===== config.mk =====
export PLATFORM = sky130hd
export DESIGN_NAME = spi_slave_flat
export DESIGN_NICKNAME = d
export VERILOG_FILES = /design/src/rtl/spi_pkg.sv /design/src/rtl/spi_slave_if.sv /design/src/rtl/spi_sync_edge.sv /design/src/rtl/spi_slave.sv /design/src/flat_wrapper.sv
export SDC_FILE = /design/constraint.sdc
export NUM_CORES = 1
export LEC_CHECK = 0
export CAP_MARGIN = 20
export CORE_ASPECT_RATIO = 1.25
export CORE_MARGIN = 4
export CORE_UTILIZATION = 55
export CTS_CLUSTER_DIAMETER = 30
export DETAILED_ROUTE_END_ITERATION = 10
export PLACE_DENSITY = 0.89
export REMOVE_ABC_BUFFERS = 1
export SKIP_CTS_REPAIR_TIMING = 1
export SYNTH_ARGS = -nofsm -noshare
export SYNTH_HDL_FRONTEND = slang
export SYNTH_SLANG_ARGS = --single-unit

===== constraint.sdc =====
create_clock -name clk -period 2.1 [get_ports clk]
set_clock_uncertainty 0.2 [all_clocks]
set_input_delay 0.42 -clock clk [delete_from_list [all_inputs] [get_ports clk]]
set_output_delay 0.42 -clock clk [all_outputs]
set_load 0.05 [all_outputs]

===== src/rtl/spi_pkg.sv =====
// Shared types and defaults for the SPI mode-0 slave.
// Optional underrun reporting is enabled with SPI_SLV_UNDERRUN_EN.
package spi_pkg;

  typedef enum logic {IDLE, ACTIVE} spi_slv_state_e;

  localparam int SPI_DATA_W_DFLT = 8;
  localparam int SPI_SYNC_MIN    = 2;

  // Fewer than two stages would leave the pins metastable-prone.
  function automatic int spi_sync_depth(input int stages);
    return (stages < SPI_SYNC_MIN) ? SPI_SYNC_MIN : stages;
  endfunction

endpackage


===== src/rtl/spi_slave_if.sv =====
// Host-side word interface of the SPI slave: transmit shadow load and receive word.
interface spi_slave_if import spi_pkg::*; #(
  parameter int DATA_W = SPI_DATA_W_DFLT
);
  logic [DATA_W-1:0] tx_data;
  logic              tx_load;
  logic              tx_ready;
  logic [DATA_W-1:0] rx_data;
  logic              rx_valid;
  logic              busy;

  modport master (
    output tx_data, tx_load,
    input  tx_ready, rx_data, rx_valid, busy
  );

  modport slave (
    input  tx_data, tx_load,
    output tx_ready, rx_data, rx_valid, busy
  );
endinterface


===== src/rtl/spi_sync_edge.sv =====
// Multi-stage synchroniser for a raw pin, with one-cycle rise/fall events
// taken against the previous synchronised value.
module spi_sync_edge import spi_pkg::*; #(
  parameter int   SYNC_STAGES = SPI_SYNC_MIN,
  parameter logic RST_VAL     = 1'b0
) (
  input  logic clk,
  input  logic rst_n,
  input  logic din,
  output logic sync,
  output logic rise,
  output logic fall
);

  logic [SYNC_STAGES-1:0] stage_reg;
  logic [SYNC_STAGES-1:0] stage_next;
  logic                   prev_reg;

  generate
    for (genvar gi = 0; gi < SYNC_STAGES; gi++) begin : g_stage
      if (gi == 0) begin : g_first
        assign stage_next[gi] = din;
      end else begin : g_rest
        assign stage_next[gi] = stage_reg[gi-1];
      end
    end
  endgenerate

  always_ff @(posedge clk or negedge rst_n) begin
    if (!rst_n) begin
      stage_reg <= {SYNC_STAGES{RST_VAL}};
      prev_reg  <= RST_VAL;
    end else begin
      stage_reg <= stage_next;
      prev_reg  <= stage_reg[SYNC_STAGES-1];
    end
  end

  assign sync = stage_reg[SYNC_STAGES-1];
  assign rise = sync & ~prev_reg;
  assign fall = ~sync & prev_reg;

endmodule


===== src/rtl/spi_slave.sv =====
// SPI mode-0 slave, oversampling sclk/cs_n/mosi in the clk domain (sclk <= clk/4).
// Define SPI_SLV_UNDERRUN_EN to add the sticky tx_underrun flag and err_clr input.
module spi_slave import spi_pkg::*; #(
  parameter int DATA_W      = SPI_DATA_W_DFLT,
  parameter int SYNC_STAGES = SPI_SYNC_MIN
) (
  input  logic        clk,
  input  logic        rst_n,
  spi_slave_if.slave  host,
  input  logic        sclk,
  input  logic        mosi,
  input  logic        cs_n,
  output logic        miso,
  output logic        miso_oe
`ifdef SPI_SLV_UNDERRUN_EN
  ,
  input  logic        err_clr,
  output logic        tx_underrun
`endif
);

  localparam int SYNC_N = spi_sync_depth(SYNC_STAGES);
  localparam int CNT_W  = $clog2(DATA_W + 1);

  logic sclk_sync, sclk_rise, sclk_fall;
  logic cs_sync, cs_rise, cs_fall;
  logic unused_sync;

  spi_sync_edge #(.SYNC_STAGES(SYNC_N), .RST_VAL(1'b0)) u_sclk_sync (
    .clk   (clk),
    .rst_n (rst_n),
    .din   (sclk),
    .sync  (sclk_sync),
    .rise  (sclk_rise),
    .fall  (sclk_fall)
  );

  spi_sync_edge #(.SYNC_STAGES(SYNC_N), .RST_VAL(1'b1)) u_cs_sync (
    .clk   (clk),
    .rst_n (rst_n),
    .din   (cs_n),
    .sync  (cs_sync),
    .rise  (cs_rise),
    .fall  (cs_fall)
  );

  assign unused_sync = sclk_sync ^ cs_sync;

  // mosi needs the same latency as sclk so the sampled bit lines up with the rise event.
  logic [SYNC_N-1:0] mosi_pipe_reg;
  logic [SYNC_N-1:0] mosi_pipe_next;
  logic              mosi_sync;

  generate
    for (genvar gi = 0; gi < SYNC_N; gi++) begin : g_mosi
      if (gi == 0) begin : g_first
        assign mosi_pipe_next[gi] = mosi;
      end else begin : g_rest
        assign mosi_pipe_next[gi] = mosi_pipe_reg[gi-1];
      end
    end
  endgenerate

  always_ff @(posedge clk or negedge rst_n) begin
    if (!rst_n) mosi_pipe_reg <= '0;
    else        mosi_pipe_reg <= mosi_pipe_next;
  end

  assign mosi_sync = mosi_pipe_reg[SYNC_N-1];

  spi_slv_state_e    state_reg;
  logic [DATA_W-1:0] shadow_reg;
  logic              shadow_full_reg;
  logic [DATA_W-1:0] tx_shift_reg;
  logic [DATA_W-1:0] rx_shift_reg;
  logic [DATA_W-1:0] rx_data_reg;
  logic              rx_valid_reg;
  logic [CNT_W-1:0]  bit_cnt_reg;
  logic              reload_pending_reg;
  logic              miso_reg;
  logic              miso_oe_reg;

  logic              consume;
  logic              load_accept;
  logic [DATA_W-1:0] word_src;
  logic [DATA_W-1:0] shadow_next;
  logic              shadow_full_next;
  logic [DATA_W-1:0] rx_word_next;

  // A word begins at the cs_n fall, and again on the sclk fall after each completed word.
  assign consume = ((state_reg == IDLE) && cs_fall) ||
                   ((state_reg == ACTIVE) && !cs_rise && sclk_fall && reload_pending_reg);

  assign load_accept  = host.tx_load & ~shadow_full_reg;
  assign word_src     = shadow_full_reg ? shadow_reg : '0;
  assign rx_word_next = {rx_shift_reg[DATA_W-2:0], mosi_sync};

  always_comb begin
    shadow_next      = shadow_reg;
    shadow_full_next = shadow_full_reg;
    if (load_accept) begin
      shadow_next      = host.tx_data;
      shadow_full_next = 1'b1;
    end else if (consume) begin
      shadow_full_next = 1'b0;
    end
  end

  always_ff @(posedge clk or negedge rst_n) begin
    if (!rst_n) begin
      state_reg          <= IDLE;
      shadow_reg         <= '0;
      shadow_full_reg    <= 1'b0;
      tx_shift_reg       <= '0;
      rx_shift_reg       <= '0;
      rx_data_reg        <= '0;
      rx_valid_reg       <= 1'b0;
      bit_cnt_reg        <= '0;
      reload_pending_reg <= 1'b0;
      miso_reg           <= 1'b0;
      miso_oe_reg        <= 1'b0;
    end else begin
      rx_valid_reg    <= 1'b0;
      shadow_reg      <= shadow_next;
      shadow_full_reg <= shadow_full_next;
      case (state_reg)
        IDLE: begin
          if (cs_fall) begin
            state_reg          <= ACTIVE;
            tx_shift_reg       <= word_src;
            miso_reg           <= word_src[DATA_W-1];
            miso_oe_reg        <= 1'b1;
            bit_cnt_reg        <= '0;
            reload_pending_reg <= 1'b0;
          end
        end
        ACTIVE: begin
          if (cs_rise) begin
            // Any partial word is dropped silently.
            state_reg          <= IDLE;
            miso_reg           <= 1'b0;
            miso_oe_reg        <= 1'b0;
            bit_cnt_reg        <= '0;
            reload_pending_reg <= 1'b0;
          end else if (sclk_rise) begin
            rx_shift_reg <= rx_word_next;
            if (bit_cnt_reg == CNT_W'(DATA_W - 1)) begin
              rx_data_reg        <= rx_word_next;
              rx_valid_reg       <= 1'b1;
              bit_cnt_reg        <= '0;
              reload_pending_reg <= 1'b1;
            end else begin
              bit_cnt_reg <= bit_cnt_reg + CNT_W'(1);
            end
          end else if (sclk_fall) begin
            if (reload_pending_reg) begin
              tx_shift_reg       <= word_src;
              miso_reg           <= word_src[DATA_W-1];
              reload_pending_reg <= 1'b0;
            end else if ((bit_cnt_reg != '0) && (bit_cnt_reg < CNT_W'(DATA_W))) begin
              tx_shift_reg <= {tx_shift_reg[DATA_W-2:0], 1'b0};
              miso_reg     <= tx_shift_reg[DATA_W-2];
            end
          end
        end
        default: state_reg <= IDLE;
      endcase
    end
  end

`ifdef SPI_SLV_UNDERRUN_EN
  logic underrun_reg;

  // A new underrun in the clearing cycle keeps the flag set.
  always_ff @(posedge clk or negedge rst_n) begin
    if (!rst_n)                          underrun_reg <= 1'b0;
    else if (consume && !shadow_full_reg) underrun_reg <= 1'b1;
    else if (err_clr)                    underrun_reg <= 1'b0;
  end

  assign tx_underrun = underrun_reg;
`endif

  assign host.tx_ready = ~shadow_full_reg;
  assign host.rx_data  = rx_data_reg;
  assign host.rx_valid = rx_valid_reg;
  assign host.busy     = (state_reg == ACTIVE);
  assign miso          = miso_reg;
  assign miso_oe       = miso_oe_reg;

endmodule

===== src/flat_wrapper.sv =====
// flat-port wrapper written by rule: the top's interface ports become plain ports
module spi_slave_flat import spi_pkg::*;
#(
  parameter int DATA_W      = SPI_DATA_W_DFLT,
  parameter int SYNC_STAGES = SPI_SYNC_MIN
)
  (clk, rst_n, sclk, mosi, cs_n, miso, miso_oe, host_tx_data, host_tx_load, host_tx_ready, host_rx_data, host_rx_valid, host_busy);
  spi_slave_if #(.DATA_W(DATA_W)) host_i ();
  input  logic clk;
  input  logic rst_n;
  input  logic sclk;
  input  logic mosi;
  input  logic cs_n;
  output logic miso;
  output logic miso_oe;
  input wire logic [$bits(host_i.tx_data)-1:0] host_tx_data;
  input wire logic [$bits(host_i.tx_load)-1:0] host_tx_load;
  output wire logic [$bits(host_i.tx_ready)-1:0] host_tx_ready;
  output wire logic [$bits(host_i.rx_data)-1:0] host_rx_data;
  output wire logic [$bits(host_i.rx_valid)-1:0] host_rx_valid;
  output wire logic [$bits(host_i.busy)-1:0] host_busy;
  assign host_i.tx_data = host_tx_data;
  assign host_i.tx_load = host_tx_load;
  assign host_tx_ready = host_i.tx_ready;
  assign host_rx_data = host_i.rx_data;
  assign host_rx_valid = host_i.rx_valid;
  assign host_busy = host_i.busy;
  spi_slave #(.DATA_W(DATA_W), .SYNC_STAGES(SYNC_STAGES)) u_core (.clk(clk), .rst_n(rst_n), .host(host_i), .sclk(sclk), .mosi(mosi), .cs_n(cs_n), .miso(miso), .miso_oe(miso_oe));
endmodule

==> flow_metrics.py <==
metrics = {
    "sta": {
        "finalHoldViolCount": 0,
        "grt_setup_unrepaired": "false",
        "max_slew_margin": 0.6570,
        "drv_slew": 0,
        "tightest_slew_ns": 0.5137,
        "worst_hold_slack_ns": 0.1576,
        "period_share": 0.9218,
        "setup-violations-final": 0,
        "min_period_ns": 1.936,
        "clock.fmax_mhz": 516.6,
    },
    "logic_synthesis": {
        "yosysWarningCount": 0,
        "yosys.area_share.adder": 0.01130,
        "synthMuxAreaShare": 0.1808,
        "ys_seq_elements": 48,
        "yosys.area_share.simple": 0.1294,
        "ys_seq_area_frac": 0.5441,
        "synth_top_family_by_area": "multiplexers",
        "ys_types": 44,
        "synthXorXnorAreaFrac": 0.003955,
        "synth-compound-area-share": 0.07966,
        "netlist_area_sq_um": 2215,
        "synth_cells": 179,
        "avgSynthCellArea_sq_um": 12.37,
    },
    "setup_path": {
        "crit_path_max_incr_delay_ns": 0.62,
        "critical_path_required_ns": 2.08,
        "path_class": "reg -> reg",
        "worstSetupStartpointType": "flip-flop",
        "r2r_cells": 4,
        "end_kind": "flip-flop",
        "r2r-start": "u_core.u_cs_sync.prev_reg$_DFF_PN1_",
        "cpMaxStageDelayCell": "dfstp_2",
        "cp_max_fo": 9,
        "r2r_setup_slack_ns": 0.16,
        "critical_path_arrival_ns": 1.91,
        "path_cells": "nand2b_4 -> and3_4 -> and2_4 -> mux2_4",
        "rr_endpoint": "u_core.host.rx_data[6]$_DFFE_PN0P_",
    },
    "cts": {
        "cts_max_level": 2,
        "numCtsBuffers": 5,
        "cts_tree": "done",
        "clkSlewWorstSetupHoldPaths_ns": 0.09,
        "clk_latency_ns": 0.29,
        "clk_path_buf_depth": 2,
        "clock-root-buffer": "clkbuf_8",
        "cts_sinks": 48,
    },
    "pwr": {
        "p_seq_frac": 0.483,
        "vdd_drop_max_mv": 0.7212,
        "p_clk_frac": 0.280,
        "share_comb_of_total_power": 0.237,
        "p_per_area_nw_per_um2": 1032,
        "power.share.switching": 0.2773,
        "switchingPower_mw": 0.7718,
        "power.leakage_nw": 1.315,
        "internal-power_mw": 2.011,
    },
    "detailed_routing": {
        "dr.pass1.iters": 4,
        "vias_per_cell": 5.309,
        "wl_per_cell_um": 13.82,
        "vias": 1407,
        "drc": 0,
        "drt_first_iter_violations": 50,
        "drt_wl_total_mm": 3.663,
        "ant_nets": 0,
    },
    "layout": {
        "nNetsFinal": 226,
        "fillCellCount": 279,
        "fin_util": 0.7008,
        "n_antenna_cell": 0,
        "drive_gt1_frac": 0.2654,
        "final_area_sq_um": 2696,
        "synthToLayoutAreaGrowth_pct": 21.75,
    },
    "worst_hold_path": {
        "worstHoldStart": "u_core.mosi_pipe_reg[0]$_DFF_PN0_",
        "holdPathStages": 0,
        "hp-class": "reg -> reg",
        "whs_endpoint": "u_core.mosi_pipe_reg[1]$_DFF_PN0_",
    },
    "placement": {
        "gp_congestion": 0.8178,
        "hpwl_mm": 2.727,
        "port-buffer-count": 26,
        "placed_cell_area_sq_um": 2539,
    },
    "die": {
        "die-area_sq_um": 5112,
        "fp-row-count": 25,
        "core_sq_um": 3847,
        "start_util": 0.5756,
        "die_w_um": 64.76,
        "boundaryPins": 27,
        "die_y_um": 78.95,
    },
    "global_routing": {
        "grt_max_degree": 29,
        "track_usage": 0.1578,
        "grt_antenna_before_repair": 0,
        "grt-ovfl-total": 0,
        "grt_pass1_wl_mm": 6.258,
        "grt_pass1_vias": 1401,
    },
    "status": {
        "outcome": "complete, no violations",
    },
    "job": {
        "drv_cap": 0,
    },
}
==> metrics by stage <==
| step | TNS [ns] | setup WS, ns | instances | power [mW] |
|---|---|---|---|---|
| floorplan | -1.261 | -0.1499 | 169 | 1.762 |
| global placement | 0 | 0.2036 | 256 | 1.984 |
| detailed placement | 0 | 0.1664 | 256 | 2.027 |
| CTS | -0.01095 | -0.01038 | 264 | 2.816 |
| global route | 0 | 0.1036 | 265 | 2.949 |
| finish | 0 | 0.1642 | 265 | 2.783 |
==> Yosys cell counts (all sizes together) <==
cell type,instances,share of area
nand2,19,0.032
a31oi,1,0.0028
o22a,1,0.0040
and2,1,0.0040
a22oi,1,0.0034
or2b,1,0.0034
nand4b,1,0.0040
o22ai,2,0.0056
inv,9,0.015
nor2b,3,0.012
a221oi,2,0.0079
xnor2,1,0.0040
buf,8,0.032
mux2i,1,0.0045
ha,2,0.011
nand2b,5,0.018
mux2,30,0.18
o21bai,1,0.0034
nand3,8,0.018
and3b,1,0.0040
clkbuf,2,0.0034
a21oi,8,0.018
o211ai,1,0.0034
o2111ai,1,0.0040
dfrtp,45,0.51
nand3b,4,0.014
a211oi,1,0.0034
and4b,1,0.0051
a221o,1,0.0045
o21ai,7,0.016
nor2,3,0.0051
dfstp,3,0.036
a21boi,1,0.0034
and3,3,0.011
==> critical path: cells and delay by family, from the launching register on <==
family	cells	cell delay [ns]
simple gates	3	0.69
mux	1	0.31
flops	1	0.62
==> area by class of cell <==
type	count	area (sq um)	area share
Clock buffer	5	68.82	0.02552
Clock inverter	3	68.82	0.02552
Inverter	9	33.78	0.01253
Multi-Input combinational cell	112	897.1	0.3327
Sequential cell	48	1205	0.4469
Tap cell	54	67.56	0.02506
Timing Repair Buffer	34	355.3	0.1318
==> power by group through the flow <==
stage	Clock [mW]	Sequential, mW	Combinational (mW)
floorplan	0	1.34	0.426
global placement	0	1.34	0.640
detailed placement	0	1.36	0.672
CTS	0.801	1.34	0.672
global route	0.842	1.38	0.730
finish	0.778	1.34	0.661
==> cells by family (layout without fill, tap and decap cells) <==
logic type	after synthesis	count (layout)
xor gates and xnor gates	1	1
buffers and inverters	19	51
and+or+nand+nor	50	50
DFF	48	48
AOI/OAI and AO/OA	28	28
muxes	31	31
adders and majority gates	2	2
==> how the worst max path moves through the flow <==
stage	end	cells past startpoint	slack, ns	startpoint
after floorplan	u_core.tx_shift_reg[1]$_DFFE_PN0P_	3	-0.15	u_core.host.busy$_DFF_PN0_
after global placement	u_core.host.rx_data[0]$_DFFE_PN0P_	4	0.20	u_core.u_cs_sync.prev_reg$_DFF_PN1_
after detailed placement	u_core.host.rx_data[6]$_DFFE_PN0P_	4	0.17	u_core.u_cs_sync.prev_reg$_DFF_PN1_
after CTS	host_rx_data[4]	1	-0.01	u_core.host.rx_data[4]$_DFFE_PN0P_
after global routing	u_core.host.rx_data[6]$_DFFE_PN0P_	4	0.10	u_core.u_cs_sync.prev_reg$_DFF_PN1_
final	u_core.host.rx_data[6]$_DFFE_PN0P_	4	0.16	u_core.u_cs_sync.prev_reg$_DFF_PN1_
==> routing by layer <==
layer	wire (um)	track usage	vias up
met3	156	0.03960	2
met5	0	0	-
met4	21	0.05074	0
met1	1576	0.1844	690
li1	-	-	685
met2	1908	0.2805	30
==> placed cells by master, fill, tap and decap left out, types with 2 or more instances in the layout <==
| master | instances |
|---|---|
| clkdlybuf4s50_1 | 12 |
| nor2_1 | 3 |
| and3_1 | 2 |
| nor2b_1 | 2 |
| nand3b_1 | 4 |
| dlymetal6s2s_1 | 4 |
| mux2_4 | 14 |
| dfrtp_1 | 45 |
| a221oi_1 | 2 |
| buf_12 | 4 |
| a21oi_1 | 8 |
| nand3_1 | 8 |
| o22ai_1 | 2 |
| bufinv_16 | 2 |
| buf_4 | 12 |
| ha_1 | 2 |
| clkbuf_8 | 5 |
| mux2_2 | 9 |
| inv_1 | 9 |
| dfstp_2 | 3 |
| nand2b_1 | 4 |
| mux2_1 | 7 |
| o21ai_0 | 6 |
| nand2_1 | 19 |
Note: power is estimated with default switching activity, not from simulation.
